File: src/rtl/wb_port_arbiter.sv
// Register-file write-port arbiter: WB pipeline writes win, long-latency results queue and drain into idle slots.
// Optional starvation guard (forced one-cycle drain with StallPipe) is compiled in with WB_STARVE_GUARD_EN.
module wb_port_arbiter #(
    parameter int DEPTH        = 4,
    parameter int STARVE_LIMIT = 8
) (
    input  logic                   Clk,
    input  logic                   Reset,
    input  logic                   PipeRegWrite,
    input  logic [4:0]             PipeWriteRegister,
    input  logic [31:0]            PipeWriteData,
    input  logic                   LLValid,
    input  logic [4:0]             LLWriteRegister,
    input  logic [31:0]            LLWriteData,
    output logic                   LLReady,
    output logic                   StallPipe,
    output logic                   RFWriteEnable,
    output logic [4:0]             RFWriteRegister,
    output logic [31:0]            RFWriteData,
    output logic [$clog2(DEPTH):0] Pending
);
    localparam int PW = $clog2(DEPTH);
    localparam int CW = PW + 1;
    localparam logic [PW-1:0] PTR_ONE = PW'(1);

    logic [4:0]       fifo_reg_q  [DEPTH];
    logic [4:0]       fifo_reg_d  [DEPTH];
    logic [31:0]      fifo_data_q [DEPTH];
    logic [31:0]      fifo_data_d [DEPTH];
    logic [DEPTH-1:0] fifo_vld_q, fifo_vld_d;
    logic [PW-1:0]    wr_ptr_q, wr_ptr_d;
    logic [PW-1:0]    rd_ptr_q, rd_ptr_d;
    logic [CW-1:0]    count_q, count_d;
    logic             rf_we_q, rf_we_d;
    logic [4:0]       rf_reg_q, rf_reg_d;
    logic [31:0]      rf_data_q, rf_data_d;

    logic stall_now;
    logic head_present, head_valid;
    logic pipe_req, ll_take;
    logic grant_pipe, grant_head, bypass;
    logic pop, push;

    assign LLReady         = (count_q < CW'(DEPTH));
    assign Pending         = count_q;
    assign RFWriteEnable   = rf_we_q;
    assign RFWriteRegister = rf_reg_q;
    assign RFWriteData     = rf_data_q;
    assign StallPipe       = stall_now;

    always_comb begin
        fifo_reg_d   = fifo_reg_q;
        fifo_data_d  = fifo_data_q;
        fifo_vld_d   = fifo_vld_q;
        wr_ptr_d     = wr_ptr_q;
        rd_ptr_d     = rd_ptr_q;
        rf_we_d      = 1'b0;
        rf_reg_d     = '0;
        rf_data_d    = '0;
        grant_pipe   = 1'b0;
        grant_head   = 1'b0;
        bypass       = 1'b0;

        head_present = (count_q != '0);
        head_valid   = head_present && fifo_vld_q[rd_ptr_q];
        pipe_req     = PipeRegWrite && (PipeWriteRegister != 5'd0);
        ll_take      = LLValid && LLReady;

        // A forced-drain cycle ignores the pipe entirely; otherwise pipe > queued head > bypass.
        if (stall_now) begin
            grant_head = head_valid;
        end else if (pipe_req) begin
            grant_pipe = 1'b1;
        end else if (head_valid) begin
            grant_head = 1'b1;
        end else if (ll_take && !head_present && (LLWriteRegister != 5'd0)) begin
            bypass = 1'b1;
        end

        pop  = head_present && (grant_head || !head_valid);
        push = ll_take && (LLWriteRegister != 5'd0) && !bypass;

        if (grant_pipe) begin
            rf_we_d   = 1'b1;
            rf_reg_d  = PipeWriteRegister;
            rf_data_d = PipeWriteData;
            for (int i = 0; i < DEPTH; i++) begin
                if (fifo_reg_q[i] == PipeWriteRegister) fifo_vld_d[i] = 1'b0;
            end
        end else if (grant_head) begin
            rf_we_d   = 1'b1;
            rf_reg_d  = fifo_reg_q[rd_ptr_q];
            rf_data_d = fifo_data_q[rd_ptr_q];
        end else if (bypass) begin
            rf_we_d   = 1'b1;
            rf_reg_d  = LLWriteRegister;
            rf_data_d = LLWriteData;
        end

        // The write slot is never occupied when pushing, so the new entry survives a same-cycle kill.
        if (push) begin
            fifo_reg_d[wr_ptr_q]  = LLWriteRegister;
            fifo_data_d[wr_ptr_q] = LLWriteData;
            fifo_vld_d[wr_ptr_q]  = 1'b1;
            wr_ptr_d              = wr_ptr_q + PTR_ONE;
        end
        if (pop) rd_ptr_d = rd_ptr_q + PTR_ONE;

        count_d = count_q + CW'(push) - CW'(pop);
    end

    always_ff @(posedge Clk) begin
        if (Reset) begin
            fifo_vld_q <= '0;
            wr_ptr_q   <= '0;
            rd_ptr_q   <= '0;
            count_q    <= '0;
            rf_we_q    <= 1'b0;
            rf_reg_q   <= '0;
            rf_data_q  <= '0;
        end else begin
            fifo_vld_q <= fifo_vld_d;
            wr_ptr_q   <= wr_ptr_d;
            rd_ptr_q   <= rd_ptr_d;
            count_q    <= count_d;
            rf_we_q    <= rf_we_d;
            rf_reg_q   <= rf_reg_d;
            rf_data_q  <= rf_data_d;
        end
    end

    always_ff @(posedge Clk) begin
        fifo_reg_q  <= fifo_reg_d;
        fifo_data_q <= fifo_data_d;
    end

`ifdef WB_STARVE_GUARD_EN
    localparam int SCW = $clog2(STARVE_LIMIT + 1);

    logic [SCW-1:0] starve_q, starve_d;
    logic           stall_q, stall_d;

    // Count cycles a valid head waits; on the last allowed one, schedule a single forced drain.
    always_comb begin
        starve_d = '0;
        stall_d  = 1'b0;
        if (head_valid && !pop) begin
            if (starve_q == SCW'(STARVE_LIMIT - 1)) stall_d = 1'b1;
            else starve_d = starve_q + SCW'(1);
        end
    end

    always_ff @(posedge Clk) begin
        if (Reset) begin
            starve_q <= '0;
            stall_q  <= 1'b0;
        end else begin
            starve_q <= starve_d;
            stall_q  <= stall_d;
        end
    end

    assign stall_now = stall_q;
`else
    // Without the guard the pipe always wins; the limit only matters when the guard is built in.
    assign stall_now = (STARVE_LIMIT < 0);
`endif

endmodule

File: config.mk
export PLATFORM = sky130hd
export DESIGN_NAME = wb_port_arbiter
export DESIGN_NICKNAME = d
export VERILOG_FILES = /design/src/rtl/wb_port_arbiter.sv
export SDC_FILE = /design/constraint.sdc
export NUM_CORES = 1
export LEC_CHECK = 0
export ABC_AREA = 0
export ABC_CLOCK_PERIOD_IN_PS = 5100
export BUFFER_PORTS_ARGS = -buffer_cell sky130_fd_sc_hd__buf_2
export CAP_MARGIN = 25
export CORE_MARGIN = 4
export CORE_UTILIZATION = 60
export DETAILED_ROUTE_END_ITERATION = 16
export PLACE_DENSITY = 0.8
export RECOVER_POWER = 50
export SLEW_MARGIN = 20
export SYNTH_ARGS = -nofsm -noshare
export SYNTH_HDL_FRONTEND = slang
export SYNTH_SLANG_ARGS = --single-unit
export TNS_END_PERCENT = 100
File: constraint.sdc
create_clock -name Clk -period 5.1 [get_ports Clk]
set_clock_uncertainty 0.2 [all_clocks]
set_input_delay 0.765 -clock Clk [delete_from_list [all_inputs] [get_ports Clk]]
set_output_delay 0.765 -clock Clk [all_outputs]
set_load 0.02 [all_outputs]
==> results.toml <==
[global_routing]
grt_pass1_wl_um = 28200
grt_max_degree = 76
grt_usage_pct = 25.3
overflow = 0
antenna_found_initial = 0
grt_pass1_vias = 5043

[detailed_routing]
final_antenna_net_count = 0
firstDrtPassIters = 5
drc_errors = 0
vias = 5188
wire_per_inst_um = 23.1
drtIter0Drc = 558
vias_per_cell = 6.40
drt-total-wl_um = 18700

[clocking]
cts_resized = 0
cts_buffer_depth = 2
clk_pin_slew_ns = 0.06
cts_made_buffers = 17
cts_tree = "yes"
htreeDepth = 4
post_cts_buffers = 0
clk_latency_ns = 0.44
hold_buffers = 0
cts_num_sinks = 197
clockRootBuffer = "clkbuf_16"

[timing]
timing.setup.tns_ns = 0
fmax_ghz = 0.262
whs_ns = 0.311
layout_min_cycle_time_ns = 3.81
slew_headroom_pct = 34.5
rsz0062_at_grt = "no"
hold_viol = 0
tightest_slew_ns = 0.982
finalMaxSlewViolations = 0
setup_viol = 0
min_period_over_period_pct = 74.8

[pwr]
power_leakage_nw = 3.07
swShare_pct = 28.2
power.switching_w = 0.00130
pwr-share-clk_pct = 33.0
seqPwrFrac_pct = 43.0
powerDensity_nw_per_um2 = 492
p_int_w = 0.00332
combPwrFrac_pct = 24.0
ir_drop_mv = 0.366

[worst_setup_path]
path_class = "primary input to flip-flop"
cp_max_fo = 25
start_kind = "primary input"
endpoint_kind = "flip-flop"
worstPathRequired_ns = 5.06
critPathArrivalTime_ns = 3.78

[layout]
nNetsFinal = 706
area_delta_synth_final_pct = 16.5
antenna_cells = 0
drive_gt1_share_pct = 20.7
nFillCells = 865

[logic_synthesis]
synth_top_flop_cell = "edfxtp_1"
netlist_area_um2 = 8080
syn_inst = 517
yosysWarnings = 0
syn_area_per_cell_um2 = 15.6
async_flop_share_pct = 0
synth_edf_count = 148
ys_ff_latch = 197
yosysUniqueCellTypes = 36
ys_seq_area_share_pct = 67.2
syn_nets = 602

[die]
core.rowCount = 42
initial_core_util_pct = 61.2
die_x_um = 124
fp.dieH_um = 124
coreArea_um2 = 13200
io-pin-count = 121
die_area_um2 = 15400

[place]
place_congestion = 0.858
place_hpwl_um = 11300
port_buffers = 119

[run_status]
status = "finished, final reports clean"

[worst_hold_path]
hold_path_class = "flip-flop to flip-flop"

[flow_run]
max_cap_viol_count = 0
[layer usage]
metal  share of wire, %  vias to the layer above  GRT usage, %
li1                   -                     2264             -
met1                 41                     2594          34.9
met2                 48                      296          39.9
met3                9.4                       34          6.77
met4                1.9                        0          7.67
met5                  0                        -             0
[path summary, 6_finish.rpt]
| kind | startpoint | endpoint | slack (ns) | cells after the start |
|---|---|---|---|---|
| setup / recovery | PipeWriteRegister[0] | fifo_data_q[66] | 1.29 | 7 |
| hold / removal | fifo_vld_q[0] | fifo_vld_q[0] | 0.31 | 2 |
| setup reg to reg | rd_ptr_q[1] | Pending[2] | 1.97 | 11 |
| hold reg to reg | fifo_vld_q[0] | fifo_vld_q[0] | 0.31 | 2 |
[power groups by stage]
stage / logic (W) / registers [W] / clock network [W]
finish: 0.00111 / 0.00199 / 0.00152
global route: 0.00120 / 0.00201 / 0.00160
CTS: 0.00115 / 0.00199 / 0.00153
detailed placement: 0.00113 / 0.00202 / 0
global placement: 0.00109 / 0.00201 / 0
floorplan: 0.000723 / 0.00210 / 0
[registers in the layout, summed over array words and instances, names as in the netlist]
register	cells
fifo_data_q	128
wr_ptr_q	2
RFWriteEnable	1
Pending	3
fifo_vld_q	4
rd_ptr_q	2
RFWriteRegister	5
RFWriteData	32
fifo_reg_q	20
[per-stage QoR]
stage / cells / util, % / area, um^2 / setup slack (ns) / power, W
4_1_cts: 809 / 71.9 / 9490 / 1.40 / 0.00467
5_1_grt: 810 / 71.4 / 9410 / 1.10 / 0.00481
6_report: 810 / 71.4 / 9410 / 1.29 / 0.00463
3_3_place_gp: 776 / 66.6 / 8790 / 1.10 / 0.00310
2_1_floorplan: 517 / - / 8080 / 1.63 / 0.00282
3_5_place_dp: 777 / 66.7 / 8800 / 0.943 / 0.00315
[cell families after synthesis]
logic type	synth area share (%)
xor+xnor	2.39
other cells	0.0464
flops	67.2
fa+ha+maj	1.18
mux	11.1
simple gates	3.01
compound gates	11.8
buf+inv	3.33
[cell type report]
class	instances	area [um^2]	share of cell area, %
clock buffers	22	497	5.28
clock inverters	10	189	2.01
inverters	12	46.3	0.492
multi-input cells	262	2410	25.6
flip-flops and latches	197	5430	57.7
well taps	176	220	2.34
repair buffers	131	627	6.66
[Yosys cell counts, drive strengths merged, types with 2 or more instances]
cell	instances	area [um^2]
nand3	4	20.0
o41ai	4	35.0
buf	24	141
clkbuf	22	82.6
o21a	2	15.0
nor2b	3	18.8
mux2	3	37.5
dfxtp	49	981
edfxtp	148	4440
o2111ai	38	333
a21oi	8	43.8
xnor2	14	123
xor2	8	70.1
o31ai	38	285
nor2	44	165
o211ai	4	30.0
ha	6	75.1
o21ai	38	194
mux4	38	856
inv	12	45.0
[worst max-delay path, cell delays in order]
cell      delay, ns
buf_2          0.16
or4_4          0.58
o21a_1         0.54
buf_16         0.34
o211ai_1       0.23
clkinv_1       0.64
buf_4          0.50
[cells in the final DEF, fill, tap and decap left out, types with 3 or more instances in the layout]
cell	instances
edfxtp_1	148
clkbuf_1	81
dfxtp_1	47
nor2_1	44
buf_2	40
mux4_2	38
o2111ai_1	38
o31ai_1	38
o21ai_0	37
clkbuf_16	19
xnor2_1	14
buf_4	9
xor2_1	8
a21oi_1	7
inv_1	7
ha_1	6
bufinv_16	5
o211ai_1	4
clkinv_1	4
nand3_1	4
o41ai_1	4
nor2b_1	3
Note: power is estimated with default switching activity, not from simulation.
